**src/rtl/ctrl_pkg.sv**
```systemverilog
// Shared types and encodings for the multicycle RV32 control path.
// Select and ALU-op codes match the datapath mux encodings one-to-one.
package ctrl_pkg;

  typedef enum logic [3:0] {
    S_FETCH, S_DECODE, S_MEMADR, S_MEMREAD, S_MEMWB,
    S_MEMWRITE, S_EXECR, S_EXECI, S_ALUWB, S_ILLEGAL
  } state_t;

  typedef enum logic {CLS_ADD, CLS_RTYPE} alu_cls_t;

  localparam logic [6:0] OP_LOAD  = 7'b0000011;
  localparam logic [6:0] OP_STORE = 7'b0100011;
  localparam logic [6:0] OP_RTYPE = 7'b0110011;
  localparam logic [6:0] OP_IMM   = 7'b0010011;
  localparam logic [2:0] F3_W     = 3'b010;
  localparam logic [2:0] F3_ADD   = 3'b000;
  localparam logic [6:0] F7_ADD   = 7'b0000000;
  localparam logic [6:0] F7_SUB   = 7'b0100000;

  localparam logic [1:0] ASRC_PC    = 2'b00;
  localparam logic [1:0] ASRC_RS1   = 2'b01;
  localparam logic [1:0] BSRC_RS2   = 2'b00;
  localparam logic [1:0] BSRC_FOUR  = 2'b01;
  localparam logic [1:0] BSRC_IMM   = 2'b10;
  localparam logic [1:0] RES_ALUOUT = 2'b00;
  localparam logic [1:0] RES_RDATA  = 2'b01;
  localparam logic [2:0] ALU_ADD    = 3'b000;
  localparam logic [2:0] ALU_SUB    = 3'b001;

  typedef struct packed {
    logic       mem_write;
    logic       reg_write;
    logic       ir_write;
    logic       pc_write;
    logic       iord;
    logic [1:0] result_src;
    logic [1:0] alu_src_a;
    logic [1:0] alu_src_b;
    logic       instr_done;
  } ctrl_t;

  // Any field mismatch on a known opcode is treated the same as an unknown opcode.
  function automatic state_t decode_next(input logic [6:0] op, input logic [2:0] f3,
                                         input logic [6:0] f7);
    case (op)
      OP_LOAD, OP_STORE: return (f3 == F3_W) ? S_MEMADR : S_ILLEGAL;
      OP_RTYPE: return (f3 == F3_ADD && (f7 == F7_ADD || f7 == F7_SUB)) ? S_EXECR : S_ILLEGAL;
      OP_IMM:   return (f3 == F3_ADD) ? S_EXECI : S_ILLEGAL;
      default:  return S_ILLEGAL;
    endcase
  endfunction

endpackage

```
**src/rtl/alu_decoder.sv**
```systemverilog
// ALU operation select: only register-register execute can ask for subtract.
module alu_decoder
  import ctrl_pkg::*;
(
  input  alu_cls_t   cls,
  input  logic [2:0] funct3,
  input  logic [6:0] funct7,
  output logic [2:0] alu_control
);

  always_comb begin
    alu_control = ALU_ADD;
    if (cls == CLS_RTYPE && funct3 == F3_ADD && funct7 == F7_SUB) alu_control = ALU_SUB;
  end

endmodule

```
**src/rtl/multicycle_controller.sv**
```systemverilog
// Main control FSM of the multicycle RV32 core: sequences the datapath one state
// per cycle, counts retired instructions and latches a sticky illegal flag.
module multicycle_controller
  import ctrl_pkg::*;
#(
  parameter int CNT_W = 32
) (
  input  logic             clk,
  input  logic             reset,
  input  logic [31:0]      instr,
  output logic             mem_write,
  output logic             reg_write,
  output logic             ir_write,
  output logic             pc_write,
  output logic             instruction_or_data,
  output logic [1:0]       result_src,
  output logic [1:0]       alu_src_a,
  output logic [1:0]       alu_src_b,
  output logic [2:0]       alu_control,
  output logic             instr_done,
  output logic             illegal,
  output logic [CNT_W-1:0] retired
);

  state_t           state;
  state_t           dec_next;
  ctrl_t            c;
  alu_cls_t         cls;
  logic [2:0]       alu_op;
  logic [6:0]       opcode;
  logic [2:0]       funct3;
  logic [6:0]       funct7;
  logic             illegal_q;
  logic [CNT_W-1:0] cnt;
  logic             unused_instr;

  assign opcode       = instr[6:0];
  assign funct3       = instr[14:12];
  assign funct7       = instr[31:25];
  assign unused_instr = ^{instr[24:15], instr[11:7]};
  assign dec_next     = decode_next(opcode, funct3, funct7);

  always_ff @(posedge clk or posedge reset) begin
    if (reset) begin
      state     <= S_FETCH;
      cnt       <= '0;
      illegal_q <= 1'b0;
    end else begin
      case (state)
        S_FETCH:   state <= S_DECODE;
        S_DECODE: begin
          state <= dec_next;
          if (dec_next == S_ILLEGAL) illegal_q <= 1'b1;
        end
        S_MEMADR:  state <= (opcode == OP_LOAD) ? S_MEMREAD : S_MEMWRITE;
        S_MEMREAD: state <= S_MEMWB;
        S_EXECR, S_EXECI: state <= S_ALUWB;
        S_MEMWB, S_MEMWRITE, S_ALUWB: begin
          state <= S_FETCH;
          cnt   <= cnt + CNT_W'(1);
        end
        S_ILLEGAL: state <= S_ILLEGAL;
        default:   state <= S_FETCH;
      endcase
    end
  end

  // Moore decode; gating with reset kills strobes without waiting for an edge.
  always_comb begin
    c            = '0;
    c.alu_src_a  = ASRC_PC;
    c.alu_src_b  = BSRC_RS2;
    c.result_src = RES_ALUOUT;
    case (state)
      S_FETCH:    begin c.ir_write = 1'b1; c.alu_src_b = BSRC_FOUR; end
      S_DECODE:   c.pc_write = 1'b1;
      S_MEMADR:   begin c.alu_src_a = ASRC_RS1; c.alu_src_b = BSRC_IMM; end
      S_MEMREAD:  c.iord = 1'b1;
      S_MEMWB:    begin c.result_src = RES_RDATA; c.reg_write = 1'b1; c.instr_done = 1'b1; end
      S_MEMWRITE: begin c.iord = 1'b1; c.mem_write = 1'b1; c.instr_done = 1'b1; end
      S_EXECR:    c.alu_src_a = ASRC_RS1;
      S_EXECI:    begin c.alu_src_a = ASRC_RS1; c.alu_src_b = BSRC_IMM; end
      S_ALUWB:    begin c.reg_write = 1'b1; c.instr_done = 1'b1; end
      default:    ;
    endcase
    if (reset) c = '0;
  end

  assign cls = (state == S_EXECR) ? CLS_RTYPE : CLS_ADD;

  alu_decoder u_alu_dec (
    .cls         (cls),
    .funct3      (funct3),
    .funct7      (funct7),
    .alu_control (alu_op)
  );

  assign mem_write           = c.mem_write;
  assign reg_write           = c.reg_write;
  assign ir_write            = c.ir_write;
  assign pc_write            = c.pc_write;
  assign instruction_or_data = c.iord;
  assign result_src          = c.result_src;
  assign alu_src_a           = c.alu_src_a;
  assign alu_src_b           = c.alu_src_b;
  assign instr_done          = c.instr_done;
  assign alu_control         = reset ? ALU_ADD : alu_op;
  assign illegal             = illegal_q;
  assign retired             = cnt;

endmodule

```
**config.mk**
```make
export PLATFORM = sky130hd
export DESIGN_NAME = multicycle_controller
export DESIGN_NICKNAME = d
export VERILOG_FILES = /design/src/rtl/ctrl_pkg.sv /design/src/rtl/alu_decoder.sv /design/src/rtl/multicycle_controller.sv
export SDC_FILE = /design/constraint.sdc
export NUM_CORES = 1
export LEC_CHECK = 0
export CAP_MARGIN = 5
export CORE_MARGIN = 2
export CORE_UTILIZATION = 46
export DETAILED_ROUTE_END_ITERATION = 16
export HOLD_SLACK_MARGIN = 0.05
export PLACE_DENSITY = 0.86
export SYNTH_ARGS = -nofsm -noshare
export SYNTH_HDL_FRONTEND = slang
export SYNTH_SLANG_ARGS = --single-unit
export TNS_END_PERCENT = 1
```
**constraint.sdc**
```tcl
create_clock -name clk -period 6.4 [get_ports clk]
set_input_delay 1.6 -clock clk [delete_from_list [all_inputs] [get_ports clk]]
set_output_delay 1.6 -clock clk [all_outputs]
set_load 0.1 [all_outputs]
```
Word level (Yosys, flattened, before mapping)
Index checks and enable logic that the tools add are counted.
{"block": "word_totals", "elab_cells": 54, "regBits": 37, "in_bits": 34}
{"block": "classes", "n_eq_ne": 16, "n_mux": 19, "reduce_logical": 15, "n_addsub": 1}
{"cell": "$add A32 B1 Y32 const B", "count": 1}
{"cell": "$pmux W4 S6", "count": 1}
{"cell": "$eq A7 B6 Y1 const B", "count": 3}
{"cell": "$eq A4 B3 Y1 const B", "count": 4}
{"cell": "$eq A4 B4 Y1 const B", "count": 3}
{"cell": "$mux W12", "count": 1}
{"cell": "$mux W4", "count": 3}
{"cell": "$pmux W4 S3", "count": 1}
{"cell": "$mux W1", "count": 10}
{"cell": "$reduce_or A2 Y1", "count": 5}
{"cell": "$eq A4 B2 Y1 const B", "count": 2}
{"cell": "$eq A7 B2 Y1 const B", "count": 1}
{"cell": "$eq A7 B5 Y1 const B", "count": 1}
{"cell": "$logic_not A7 Y1", "count": 1}
{"cell": "$mux W3", "count": 2}
{"cell": "$reduce_or A3 Y1", "count": 2}
{"cell": "$eq A4 B1 Y1 const B", "count": 1}
{"cell": "$logic_not A4 Y1", "count": 1}
{"cell": "$pmux W2 S2", "count": 1}
{"cell": "$eq A3 B2 Y1 const B", "count": 1}
{"cell": "$logic_and A1 B1 Y1", "count": 3}
{"cell": "$logic_not A3 Y1", "count": 1}
{"cell": "$reduce_and A2 Y1", "count": 1}
{"cell": "$logic_or A1 B1 Y1", "count": 1}

Longest topological paths before layout
{"block": "depth", "word_depth": 7, "depth_mapped": 7, "ltp_nobuf": 5}

By module
A second synthesis with hierarchy kept.
{"block": "unflattened", "cells_unflattened": 189, "hier_area_um2": 1995.7}
{"module": "multicycle_controller", "seq_area_each_um2": 925.9, "instances": 1, "area_per_inst_um2": 1941.9, "cells_each": 182}
{"module": "alu_decoder", "seq_area_each_um2": 0.0, "instances": 1, "area_per_inst_um2": 53.8, "cells_each": 7}

Least setup slack after synthesis
Ideal clock, no wire load.
{"block": "synth_timing", "path_kind": "input to output", "start": "input port instr[26]", "end": "output port alu_control[0]", "stages": 3, "n_path_buf": 0, "t_arrival_ps": 4875, "slack_ps": -75, "cell_sequence": "or4_1 > or4b_2 > nor3_1"}
{"block": "synth_via", "elab_chain_len": 4}
{"element": "start, declared", "line": "multicycle_controller.sv:10", "source": "input logic [31:0] instr,"}
{"element": "$eq A7 B6 Y1", "line": "alu_decoder.sv:13", "source": "if (cls == CLS_RTYPE && funct3 == F3_ADD && funct7 == F7_SUB) alu_control = ALU_SUB;"}
{"element": "$logic_and A1 B1 Y1", "line": "alu_decoder.sv:13"}
{"element": "$mux W1", "line": "alu_decoder.sv:13"}
{"element": "$mux W3", "line": "multicycle_controller.sv:107", "source": "assign alu_control = reset ? ALU_ADD : alu_op;"}
{"element": "end, declared", "line": "multicycle_controller.sv:19", "source": "output logic [2:0] alu_control,"}
Every way passes these cells.

Worst setup path after layout
Ends and elaborated chain as after synthesis.

==> results.ini <==
[floorplanning]
ios = 82
start_util_pct = 48.01
die_h_microns = 68.85
rows = 23
die_w_microns = 68.85
dieArea_sq_mm = 0.004740
core_region_area_sq_mm = 0.004029

[worst_setup_path]
cp_max_fo = 2
critical_path_class = input pin to output pin
critPathRequiredTime_ns = 4.80
start_kind = input pin
arrival_ns = 3.69
cp-end-kind = output pin

[drt]
drc = 0
drtAntennaViolNets = 0
drt-vias-per-instance = 5.233
drt_iter0_markers = 63
dr.pass1.iters = 4
drt_wl_total_microns = 3970
num_vias = 1596
wl_per_cell_microns = 13.02

[cts]
clk_pin_slew_ns = 0.07
cts_hold_buf = 0
cts_resized = 0
cts_buffer_depth = 2
cts_setup_buffers = 0
cts_root_buf = clkbuf_8
cts_tree = built
h-tree-depth = 2
cts_buffers = 5
clock_latency_ns = 0.29
numClockSinks = 37

[logic_synthesis]
synth.top_cells.by_count = dfrtp_1 (37), xnor2_1 (22), nand2_1 (18)
syn_avg_cell_area_sq_um = 10.18
yosysWarnings = 0
ys_types = 42
synth_area_leaders = dfrtp_1 (48%), xnor2_1 (10%), xor2_1 (4.5%), nand2_1 (3.5%), nand4_1 (2.9%)
yosysMostFrequentCell = dfrtp_1
synth-edff-count = 0
yosysSeqAreaShare_pct = 47.87
synthFlopType = dfrtp_1
yosys.area.top_type = dfrtp_1
ys_ff_latch = 37
syn_area_sq_mm = 0.001934
async_reset_ff_share_pct = 100.0
synthCells = 190
synth_top_area_share_pct = 47.87

[global_routing]
antenna_found_initial = 0
grtUsageTotal_pct = 18.54
grt_pass1_vias = 1500
grt_max_degree = 40
grt_remaining_overflow = 0
grt_pass1_wl_microns = 6513

[final_layout]
drive_above_1_share_pct = 12.94
layout.nets = 290
antenna_cells = 0
stdcell_count = 305
final.fill_count = 343
area_growth_pct = 36.74
multi_input_area_sq_um = 937.1
seq_area_sq_um = 925.9
final_util_pct = 65.65

[run_status]
status = finished clean

[timing]
min_period_ns = 5.290
post-route-period-util_pct = 82.66
rsz0062_at_grt = no
drv_slew = 0
hold_viol_final = 0
tns_ns = 0
setup_viol_count_final = 0
finalClockSkew_ns = 0.006481
tightest_slew_ns = 0.9803
relSlewSlack_pct = 34.44
fmax_ghz = 0.1890

[placed_design]
port_buffers = 62
dpl.hpwl_microns = 3032
routabilityCongestion = 0.8283
dp.cells = 298

[min_path]
hold_class = register to register

[power_and_ir_drop]
peakVddDrop_mv = 0.2506
p_leak_nw = 1.133
power.density_mw_per_mm2 = 198.3

[flow_run]
drv_cap = 0

==> report_power, final <==
| part | total [mW] | switching [mW] | internal (mW) |
|---|---|---|---|
| clock | 0.160 | 0.0749 | 0.0853 |
| combinational | 0.112 | 0.0815 | 0.0300 |
| sequential | 0.253 | 0.0118 | 0.241 |
==> per-stage QoR <==
stage / area [sq um] / power, mW / setup WS [ns] / hold WS, ns
2_1_floorplan: 1951 / 0.3366 / 0.2026 / 0.5961
3_3_place_gp: 2559 / 0.3668 / 1.087 / 0.4635
3_5_place_dp: 2559 / 0.3687 / 1.103 / 0.4652
4_1_cts: 2645 / 0.5309 / 1.097 / 0.4852
5_1_grt: 2645 / 0.5460 / 1.030 / 0.5072
6_report: 2645 / 0.5245 / 1.110 / 0.4789
==> final timing paths <==
path / slack (ns) / start / depth (start not counted) / to
max in group asynchronous: 4.23 / reset / 3 / retired[19]
min in group asynchronous: 1.83 / reset / 3 / state[3]
hold reg to reg: 0.48 / illegal / 2 / illegal
setup / recovery: 1.11 / instr[26] / 5 / alu_control[0]
setup reg to reg: 4.16 / state[0] / 5 / retired[27]
hold / removal: 0.48 / illegal / 2 / illegal
==> placed cells by master (no fill, tap or decap), types with 3 or more instances in the layout <==
master | Yosys | routed
buf_4 | 5 | 11
nand3_1 | 10 | 10
inv_1 | 8 | 8
a21oi_1 | 4 | 4
dfrtp_1 | 37 | 37
or3_1 | 3 | 3
nand2_1 | 18 | 18
or2_2 | 4 | 4
clkdlybuf4s50_1 | 0 | 52
o31ai_1 | 4 | 4
clkbuf_8 | 0 | 6
xor2_1 | 10 | 10
and4_1 | 3 | 3
conb_1 | 1 | 4
and3_1 | 3 | 3
nor2_1 | 12 | 12
nor3_1 | 8 | 7
xnor2_1 | 22 | 22
nand4_1 | 9 | 9
==> area by class of cell <==
class,instances,share of cell area (%)
Sequential cell,37,35.00
Multi-Input combinational cell,140,35.43
Timing Repair Buffer,63,22.80
Tap cell,50,2.365
Inverter,8,1.135
Clock buffer,7,3.264
==> registers in the layout, indices dropped and copies added, names as in the netlist <==
signal   count
retired     32
illegal      1
state        4
==> metal layers <==
layer  track usage [%]  vias to the layer above  share of wire, %
met5                 0                        -                 0
met4             7.353                        0               1.7
met3             4.708                        6               4.4
met2             32.09                       43                52
met1             21.96                      766                42
li1                  -                      781                 -
==> cell families after synthesis <==
kind of cell    count (synthesis)  share of synthesized area, %
flops                          37                         47.87
xor+xnor                       32                         14.49
simple gates                   84                         24.84
mux                             1                        0.5821
other cells                     1                        0.1939
compound gates                 18                         6.858
buf+inv                        16                         4.528
fa+ha+maj                       1                        0.6467
==> worst max-delay path, cell delays in order <==
cell and delay, ns:
clkdlybuf4s50_1 0.39, or4_1 0.53, or4b_2 0.68, nor3_2 0.19, buf_4 0.31
(Power assumes the default switching activity.)
==> patch: new RTL, same flow settings <==
Encoding of `state_t`: now one-hot (10 bits for 10 states).
--- a/src/rtl/ctrl_pkg.sv
+++ b/src/rtl/ctrl_pkg.sv
@@ -4,5 +4,5 @@
 
-  typedef enum logic [3:0] {
-    S_FETCH, S_DECODE, S_MEMADR, S_MEMREAD, S_MEMWB,
-    S_MEMWRITE, S_EXECR, S_EXECI, S_ALUWB, S_ILLEGAL
+  typedef enum logic [9:0] {
+    S_FETCH = 10'b0000000001, S_DECODE = 10'b0000000010, S_MEMADR = 10'b0000000100, S_MEMREAD = 10'b0000001000, S_MEMWB = 10'b0000010000,
+    S_MEMWRITE = 10'b0000100000, S_EXECR = 10'b0001000000, S_EXECI = 10'b0010000000, S_ALUWB = 10'b0100000000, S_ILLEGAL = 10'b1000000000
   } state_t;
Function: same outputs for any inputs over 10 cycles, from zero or initial values and one cycle with reset high; not proved beyond that.
==> patch against the unedited design <==
- area after synthesis rose by 19%
- wire length grew 29%
- combinational power increased by 54%
- die area increased by 17%
- sequential cell count rose by 6
- clock power increased by 56%
- cell area increased by 16%
- cell count grew 17%
- utilization decreased by 1.1 points
- setup slack better by 160 ps
- power is 39% higher
- sequential power increased by 20%
- synthesized cell count grew 19%
- critical path type unchanged
- critical endpoint is now pc_write
- largest power group unchanged
- highest routed layer unchanged
==> patch: results (changes against the unedited design) <==
metric,value,unit,change
status,finished clean,,unchanged
crit-path leading delay family,buffers and inverters,,was simple AND/OR/NAND/NOR gates
vias in the first global route,1759,,was 1500
ranking of synthesized cells by area,"dfrtp_1 46%, xnor2_1 10%, nand3_1 3.9%, nor4_4 3.7%, and4_1 3.1%",,"was dfrtp_1 48%, xnor2_1 10%, xor2_1 4.5%, nand2_1 3.5%, nand4_1 2.9%"
Crit-path slowest cell,clkdlybuf4s50_1,,was or4b_2
multi-input gates,173,,was 140
Non-CTS inverters,4,,was 8
Sequential Power,0.304,mW,was 0.253 mW
Slew headroom,34.41,%,was 34.44%
vias,1942,,was 1596
Seq area share,35.11,%,was 35.00%
Hold Crit Depth,1,,was 2
CP Launch Point,reset,,was instr[26]
Static Leakage,1.325,nW,was 1.133 nW
Worst EP arrival,3530,ps,was 3690 ps
Placed Cells,350,,was 298
R2R setup slack,4180,ps,was 4160 ps
Crit Path Max Fanout,8,,was 2
fraction of area in multi-input gates,37.60,%,was 35.43%
Layout non-clock buf frac,19.74,%,was 22.80%
hpwl dp,3.702,mm,was 3.032 mm
post-synthesis mux area share,0,%,was 0.5821%
clock buf count,6,,was 7
share of layout cells above drive strength 1,8.591,%,was 12.94%
synth unique cells,39,,was 42
first-pass GRT wire length,8.452,mm,was 6.513 mm
-- patch: cell types whose count changed in the layout (fill, tap and decap cells not counted), sizes merged, moves of 5 or more --
cell and change:
and4 +5, nand3 +6, and3 +7, nor2 +5
xnor2 +5, nor4 +7, nor3b +5, dfrtp +5
-- patch: metrics by stage --
stage	util, %	setup WS [ps]	area (um^2)	hold WS, ps
finish	64.53	1265	3068	480.7
global placement	61.74	1293	2935	469.0
CTS	64.53	1273	3068	488.0
detailed placement	61.74	1274	2935	465.4
global route	64.53	1235	3068	505.5
floorplan	-	27.37	2305	525.4
-- patch: layer usage --
layer / global-route usage [%] / wire length, um
met4: 6.548 / 87
met2: 29.30 / 2418
met1: 28.66 / 2286
met3: 6.158 / 329
met5: 0 / 0
-- patch: cell families (layout without fill, tap and decap cells) --
kind of cell | count (synthesis) | after routing
other cells | 1 | 4
buf+inv | 14 | 75
compound gates | 12 | 12
flops | 43 | 43
simple gates | 121 | 121
xor+xnor | 35 | 35
fa+ha+maj | 1 | 1
